`config.mk`:
```
export PLATFORM = sky130hd
export DESIGN_NAME = craps_round_ctrl
export DESIGN_NICKNAME = d
export VERILOG_FILES = /design/src/rtl/craps_round_ctrl.sv
export SDC_FILE = /design/constraint.sdc
export NUM_CORES = 1
export LEC_CHECK = 0
export ABC_AREA = 1
export BUFFER_PORTS_ARGS = -buffer_cell sky130_fd_sc_hd__buf_2
export CORE_MARGIN = 2
export CORE_UTILIZATION = 40
export CTS_CLUSTER_SIZE = 12
export DETAILED_ROUTE_END_ITERATION = 8
export SYNTH_ARGS = -nofsm -noshare
export SYNTH_HDL_FRONTEND = slang
export SYNTH_SLANG_ARGS = --single-unit
```
`constraint.sdc`:
```
create_clock -name clk -period 3 [get_ports clk]
set_input_delay 0.45 -clock clk [delete_from_list [all_inputs] [get_ports clk]]
set_output_delay 0.45 -clock clk [all_outputs]
set_load 0.02 [all_outputs]
```
`src/rtl/craps_round_ctrl.sv`:
```
// craps_round_ctrl: craps round controller; requests dice, scores each roll, drives display results
module craps_round_ctrl #(
    parameter int SUM_W       = 4,
    parameter int RND_TIMEOUT = 16,
    parameter int CNT_W       = 8
) (
    input  logic             clk,
    input  logic             rst,
    input  logic             roll,
    input  logic             new_game,
    input  logic             rnd_valid,
    input  logic [2:0]       die_a,
    input  logic [2:0]       die_b,
    output logic             rnd_req,
    output logic             won,
    output logic             lost,
    output logic [SUM_W-1:0] user_total,
    output logic [SUM_W-1:0] fpga_total,
    output logic [CNT_W-1:0] roll_cnt,
    output logic             busy
);
    localparam int TMO_W = $clog2(RND_TIMEOUT);
    localparam logic [TMO_W-1:0] TMO_MAX = TMO_W'(RND_TIMEOUT - 1);
    localparam logic [SUM_W-1:0] S2 = SUM_W'(2), S3 = SUM_W'(3), S7 = SUM_W'(7),
                                 S11 = SUM_W'(11), S12 = SUM_W'(12);
    typedef enum logic [2:0] {IDLE, ROLL1, POINT, ROLLN, WON, LOST} state_t;
    state_t           state_q, state_d;
    logic             roll_q, rnd_req_q, rnd_req_d, won_q, won_d, lost_q, lost_d, busy_q, busy_d;
    logic [TMO_W-1:0] tmo_q, tmo_d;
    logic [SUM_W-1:0] user_total_q, user_total_d, fpga_total_q, fpga_total_d;
    logic [CNT_W-1:0] roll_cnt_q, roll_cnt_d;
    logic             roll_edge, dice_ok, waiting;
    logic [3:0]       sum4;
    logic [SUM_W-1:0] sum;
    assign roll_edge = roll & ~roll_q;
    assign dice_ok   = (die_a != 3'd0) && (die_a != 3'd7) && (die_b != 3'd0) && (die_b != 3'd7);
    assign waiting   = (state_q == ROLL1) || (state_q == ROLLN);
    assign sum4      = 4'(die_a) + 4'(die_b);
    assign sum       = SUM_W'(sum4);
    always_comb begin
        state_d      = state_q;
        tmo_d        = tmo_q;
        rnd_req_d    = 1'b0;
        won_d        = won_q;
        lost_d       = lost_q;
        user_total_d = user_total_q;
        fpga_total_d = fpga_total_q;
        roll_cnt_d   = roll_cnt_q;
        busy_d       = busy_q;
        if (new_game) begin
            state_d      = IDLE;
            tmo_d        = '0;
            won_d        = 1'b0;
            lost_d       = 1'b0;
            user_total_d = '0;
            fpga_total_d = '0;
            roll_cnt_d   = '0;
            busy_d       = 1'b0;
        end else if (waiting && rnd_valid && dice_ok) begin
            tmo_d        = '0;
            user_total_d = sum;
            roll_cnt_d   = &roll_cnt_q ? roll_cnt_q : roll_cnt_q + 1'b1;
            busy_d       = 1'b0;
            if (state_q == ROLL1) begin
                state_d      = (sum == S7 || sum == S11) ? WON :
                               (sum == S2 || sum == S3 || sum == S12) ? LOST : POINT;
                fpga_total_d = (state_d == POINT) ? sum : fpga_total_q;
            end else begin
                state_d = (sum == fpga_total_q) ? WON : (sum == S7) ? LOST : POINT;
            end
            won_d  = (state_d == WON);
            lost_d = (state_d == LOST);
        end else if (waiting) begin
            // a rejected sample or an expired wait both re-request fresh dice
            rnd_req_d = rnd_valid || (tmo_q == TMO_MAX);
            tmo_d     = rnd_req_d ? '0 : tmo_q + 1'b1;
        end else if (roll_edge && (state_q == IDLE || state_q == POINT)) begin
            state_d   = (state_q == IDLE) ? ROLL1 : ROLLN;
            rnd_req_d = 1'b1;
            busy_d    = 1'b1;
            tmo_d     = '0;
        end
    end
    always_ff @(posedge clk) begin
        if (rst) begin
            state_q      <= IDLE;
            roll_q       <= 1'b0;
            tmo_q        <= '0;
            rnd_req_q    <= 1'b0;
            won_q        <= 1'b0;
            lost_q       <= 1'b0;
            user_total_q <= '0;
            fpga_total_q <= '0;
            roll_cnt_q   <= '0;
            busy_q       <= 1'b0;
        end else begin
            state_q      <= state_d;
            roll_q       <= roll;
            tmo_q        <= tmo_d;
            rnd_req_q    <= rnd_req_d;
            won_q        <= won_d;
            lost_q       <= lost_d;
            user_total_q <= user_total_d;
            fpga_total_q <= fpga_total_d;
            roll_cnt_q   <= roll_cnt_d;
            busy_q       <= busy_d;
        end
    end
    assign rnd_req    = rnd_req_q;
    assign won        = won_q;
    assign lost       = lost_q;
    assign user_total = user_total_q;
    assign fpga_total = fpga_total_q;
    assign roll_cnt   = roll_cnt_q;
    assign busy       = busy_q;
endmodule

```
==> impl_metrics.prom <==
# TYPE chip_impl_metric gauge
chip_impl_info{name="outcome",value="completed"} 1
chip_impl_metric{name="compound_gate_fraction_of_synth_area",unit="%"} 10.4
chip_impl_metric{name="netlist-cell-type-count",unit=""} 26
chip_impl_metric{name="cp.arrival",unit="ps"} 2250
chip_impl_metric{name="areaGrowthSynthToFinish",unit="%"} 15.0
chip_impl_metric{name="worstSkewPairLatency",unit="ps"} 270
chip_impl_info{name="tritoncts_clock_tree",value="yes"} 1
chip_impl_metric{name="first_global_vias",unit=""} 1327
chip_impl_metric{name="async_reset_ff_share",unit="%"} 0
chip_impl_metric{name="tritoncts_num_sinks",unit=""} 28
chip_impl_metric{name="post_cts_buffers",unit=""} 0
chip_impl_info{name="critical_path.cell_chain",value="buf_2 > ha_1 > inv_1 > fa_1 > inv_1 > nand2_1 > nor2_1 > nand2_2 > nand3_2 > nor2_4 > nand2_2 > nand2_1 > a21oi_1"} 1
chip_impl_metric{name="h_tree_depth",unit=""} 1
chip_impl_metric{name="routed_wirelength",unit="µm"} 3440
chip_impl_metric{name="ys_warn_count",unit=""} 0
chip_impl_metric{name="worst_setup_hold_path_clk_slew",unit="ps"} 90
chip_impl_metric{name="ys_seq_area_share",unit="%"} 34.9
chip_impl_metric{name="start_util",unit="%"} 40.7
chip_impl_metric{name="route.detailed.vias_per_inst",unit=""} 4.76
chip_impl_metric{name="worst-endpoint-required",unit="ps"} 3140
chip_impl_metric{name="diodes",unit=""} 0
chip_impl_info{name="clk_root_buffer_cell",value="sky130_fd_sc_hd__clkbuf_8"} 1
chip_impl_metric{name="synth-edff-count",unit=""} 0
chip_impl_info{name="synth_top_family_by_area",value="simple AND/OR/NAND/NOR gates"} 1
chip_impl_info{name="layout.cells.most_common_list",value="sky130_fd_sc_hd__nand2_1, sky130_fd_sc_hd__buf_2, sky130_fd_sc_hd__dfxtp_1"} 1
chip_impl_metric{name="cp_max_fo",unit=""} 6
chip_impl_info{name="setup.worst_path.end_class",value="flop"} 1
chip_impl_metric{name="avgRoutedWirePerCell",unit="µm"} 10.8
chip_impl_metric{name="synth-seq-cells",unit=""} 28
chip_impl_metric{name="post_cts_hold_buffer_count",unit=""} 0
chip_impl_metric{name="slew_viol_final",unit=""} 0
chip_impl_metric{name="synthesis.area",unit="µm²"} 1610
chip_impl_info{name="crit_path_start_kind",value="input pin"} 1
chip_impl_metric{name="mappedNetlistNets",unit=""} 256
chip_impl_metric{name="synth-adder-area-share",unit="%"} 5.14
chip_impl_metric{name="final_core_util",unit="%"} 46.8
chip_impl_info{name="synth_largest_area_cell",value="sky130_fd_sc_hd__dfxtp_1"} 1
chip_impl_metric{name="die_width",unit="µm"} 67.4
chip_impl_info{name="timing.hold.worst.class",value="input pin to flop"} 1
chip_impl_metric{name="globalRouteOverflowTotal",unit=""} 0
chip_impl_metric{name="met3_wl",unit="µm"} 156
chip_impl_metric{name="drc_violations_left",unit=""} 0
chip_impl_metric{name="total_leakage_power",unit="µW"} 0.000883
chip_impl_metric{name="grt_max_degree",unit=""} 26
chip_impl_metric{name="m1WireLength",unit="µm"} 1760
chip_impl_metric{name="antenna_found_initial",unit=""} 0
chip_impl_metric{name="hold_slack",unit="ps"} 342
chip_impl_metric{name="slew-limit-headroom",unit="%"} 62.4
chip_impl_metric{name="final_setup_violations",unit=""} 0
chip_impl_metric{name="ant_nets",unit=""} 0
chip_impl_metric{name="globalplace.congestion",unit=""} 0.807
chip_impl_metric{name="drv.max_cap_violation_count",unit=""} 0
chip_impl_metric{name="cts_max_path_buffers",unit=""} 2
chip_impl_metric{name="gr_util_all_layers",unit="%"} 16.3
chip_impl_info{name="layout_commonest_cell",value="sky130_fd_sc_hd__nand2_1"} 1
chip_impl_metric{name="synth.top_cell.area_share",unit="%"} 34.9
chip_impl_metric{name="die_height",unit="µm"} 67.4
chip_impl_metric{name="max_freq",unit="MHz"} 475
chip_impl_info{name="netlist_top_cells_area",value="sky130_fd_sc_hd__dfxtp_1, sky130_fd_sc_hd__nand2_1, sky130_fd_sc_hd__nand3_1"} 1
chip_impl_metric{name="place_worst_setup_slack",unit="ps"} 610
chip_impl_metric{name="worst_clock_skew",unit="ps"} 1.79
chip_impl_metric{name="fp-row-count",unit=""} 23
chip_impl_metric{name="core-area",unit="µm²"} 3940
chip_impl_info{name="routed.top_layer",value="met4"} 1
chip_impl_metric{name="post-layout-total-power",unit="µW"} 725
chip_impl_metric{name="post-route-period-util",unit="%"} 70.2
chip_impl_metric{name="grt_first_pass_wirelength",unit="µm"} 5800
chip_impl_metric{name="synthCells",unit=""} 239
chip_impl_metric{name="ir_worst_vdd",unit="V"} 0.000220
chip_impl_metric{name="syn-mean-instance-area",unit="µm²"} 6.72
chip_impl_metric{name="fp.dieArea",unit="µm²"} 4540
chip_impl_metric{name="post_cts_resize_count",unit=""} 0
chip_impl_metric{name="drt_iter0_drc",unit=""} 60
chip_impl_metric{name="nNetsFinal",unit=""} 288
chip_impl_metric{name="yosys.area_share.simple",unit="%"} 37.0
chip_impl_metric{name="finalWorstSetupSlack",unit="ps"} 893
chip_impl_metric{name="fillers",unit=""} 414
chip_impl_metric{name="synth.area.mux_share",unit="%"} 0
chip_impl_info{name="slowest_stage_cell_crit_path",value="sky130_fd_sc_hd__fa_1"} 1
chip_impl_metric{name="timing.setup.tns",unit="ps"} 0
chip_impl_metric{name="post-dp-hpwl",unit="µm"} 2640
chip_impl_info{name="synth_top_flop_cell",value="sky130_fd_sc_hd__dfxtp_1"} 1
chip_impl_metric{name="power.density_cell_area",unit="nW/µm²"} 393
chip_impl_metric{name="cts_buffers",unit=""} 3
chip_impl_metric{name="hold_viol_final",unit=""} 0
chip_impl_metric{name="wl_met2",unit="µm"} 1520
chip_impl_metric{name="cp_slowest_stage_delay",unit="ps"} 570
chip_impl_metric{name="drive_gt1_share",unit="%"} 18.1
chip_impl_metric{name="worstMarginPinSlew",unit="ps"} 562
chip_impl_metric{name="top_level_ports",unit=""} 31
chip_impl_metric{name="final_min_period",unit="ps"} 2110
chip_impl_info{name="rsz_0062_raised_after_global_routing",value="false"} 1
chip_impl_metric{name="vias",unit=""} 1522
chip_impl_metric{name="buffer_ports.inserted",unit=""} 30
chip_impl_metric{name="synth_xor_xnor_area_share",unit="%"} 3.82
chip_impl_metric{name="dr_pass1_iterations",unit=""} 4
chip_impl_info{name="setup.worst_path.class",value="input pin to flop"} 1
## where the power goes
part	switching, µW	total, µW	leakage (µW)	internal, µW
sequential	1.50	377	0.000226	375
combinational	82.6	122	0.000628	39.8
clock	109	226	0.0000288	117
total	193	725	0.000883	532
## cell families (layout without fill, tap and decap cells)
group | after synthesis | after routing
compound gates | 32 | 32
fa+ha+maj | 6 | 6
flops | 28 | 28
simple gates | 133 | 133
xor+xnor | 7 | 7
buf+inv | 33 | 64
## layer usage
layer  global-route usage [%]  vias to the layer above
li1                         -                      829
met4                     3.06                        0
met1                     22.1                      661
met3                     3.67                        2
met2                     26.7                       30
met5                        0                        -
## area by class of cell
class	instances	area [µm²]	share of cell area, %
Clock buffer	4	55.1	2.98
Inverter	30	114	6.17
Multi-Input combinational cell	178	905	49.0
Sequential cell	28	561	30.4
Tap cell	50	62.6	3.39
Timing Repair Buffer	30	150	8.13
## worst paths after layout
check | slack [ps] | endpoint | start | cells past startpoint
hold reg to reg | 460 | lost$_SDFFE_PP0P_ | lost$_SDFFE_PP0P_ | 2
setup / recovery | 890 | fpga_total[3]$_SDFFE_PP0P_ | die_a[0] | 13
hold / removal | 340 | roll_q$_SDFF_PP0_ | rst | 2
setup reg to reg | 1360 | roll_cnt[2]$_SDFFE_PP0P_ | state_q[2]$_SDFFE_PP0P_ | 8
## cell usage after synthesis (3+ instances only)
library cell / instances
sky130_fd_sc_hd__a21oi_1: 20
sky130_fd_sc_hd__dfxtp_1: 28
sky130_fd_sc_hd__ha_1: 5
sky130_fd_sc_hd__inv_1: 26
sky130_fd_sc_hd__nand2_1: 66
sky130_fd_sc_hd__nand2_2: 3
sky130_fd_sc_hd__nand3_1: 24
sky130_fd_sc_hd__nand3_2: 4
sky130_fd_sc_hd__nor2_1: 25
sky130_fd_sc_hd__nor2_2: 3
sky130_fd_sc_hd__nor3_1: 4
sky130_fd_sc_hd__o21ai_0: 7
sky130_fd_sc_hd__xor2_1: 5
## flip-flops by register name, indices dropped and copies added (netlist names)
register,flops
rnd_req,1
roll_cnt,8
roll_q,1
busy,1
lost,1
won,1
user_total,4
fpga_total,4
tmo_q,4
state_q,3
## stage by stage
stage                     cells  cell area [µm²]
after global routing        320             1850
after detailed placement    316             1790
final                       320             1850
after global placement      316             1790
after floorplan             239             1610
after CTS                   320             1850
## critical path: cells and delay by family
| kind | cells | cell delay [ps] |
|---|---|---|
| AO/OA/AOI/OAI | 1 | 50 |
| AND/OR/NAND/NOR | 7 | 710 |
| buffers and inverters | 3 | 280 |
| adder cells (fa/ha/maj) | 2 | 750 |
No activity file was read; power rests on OpenSTA's default activity.
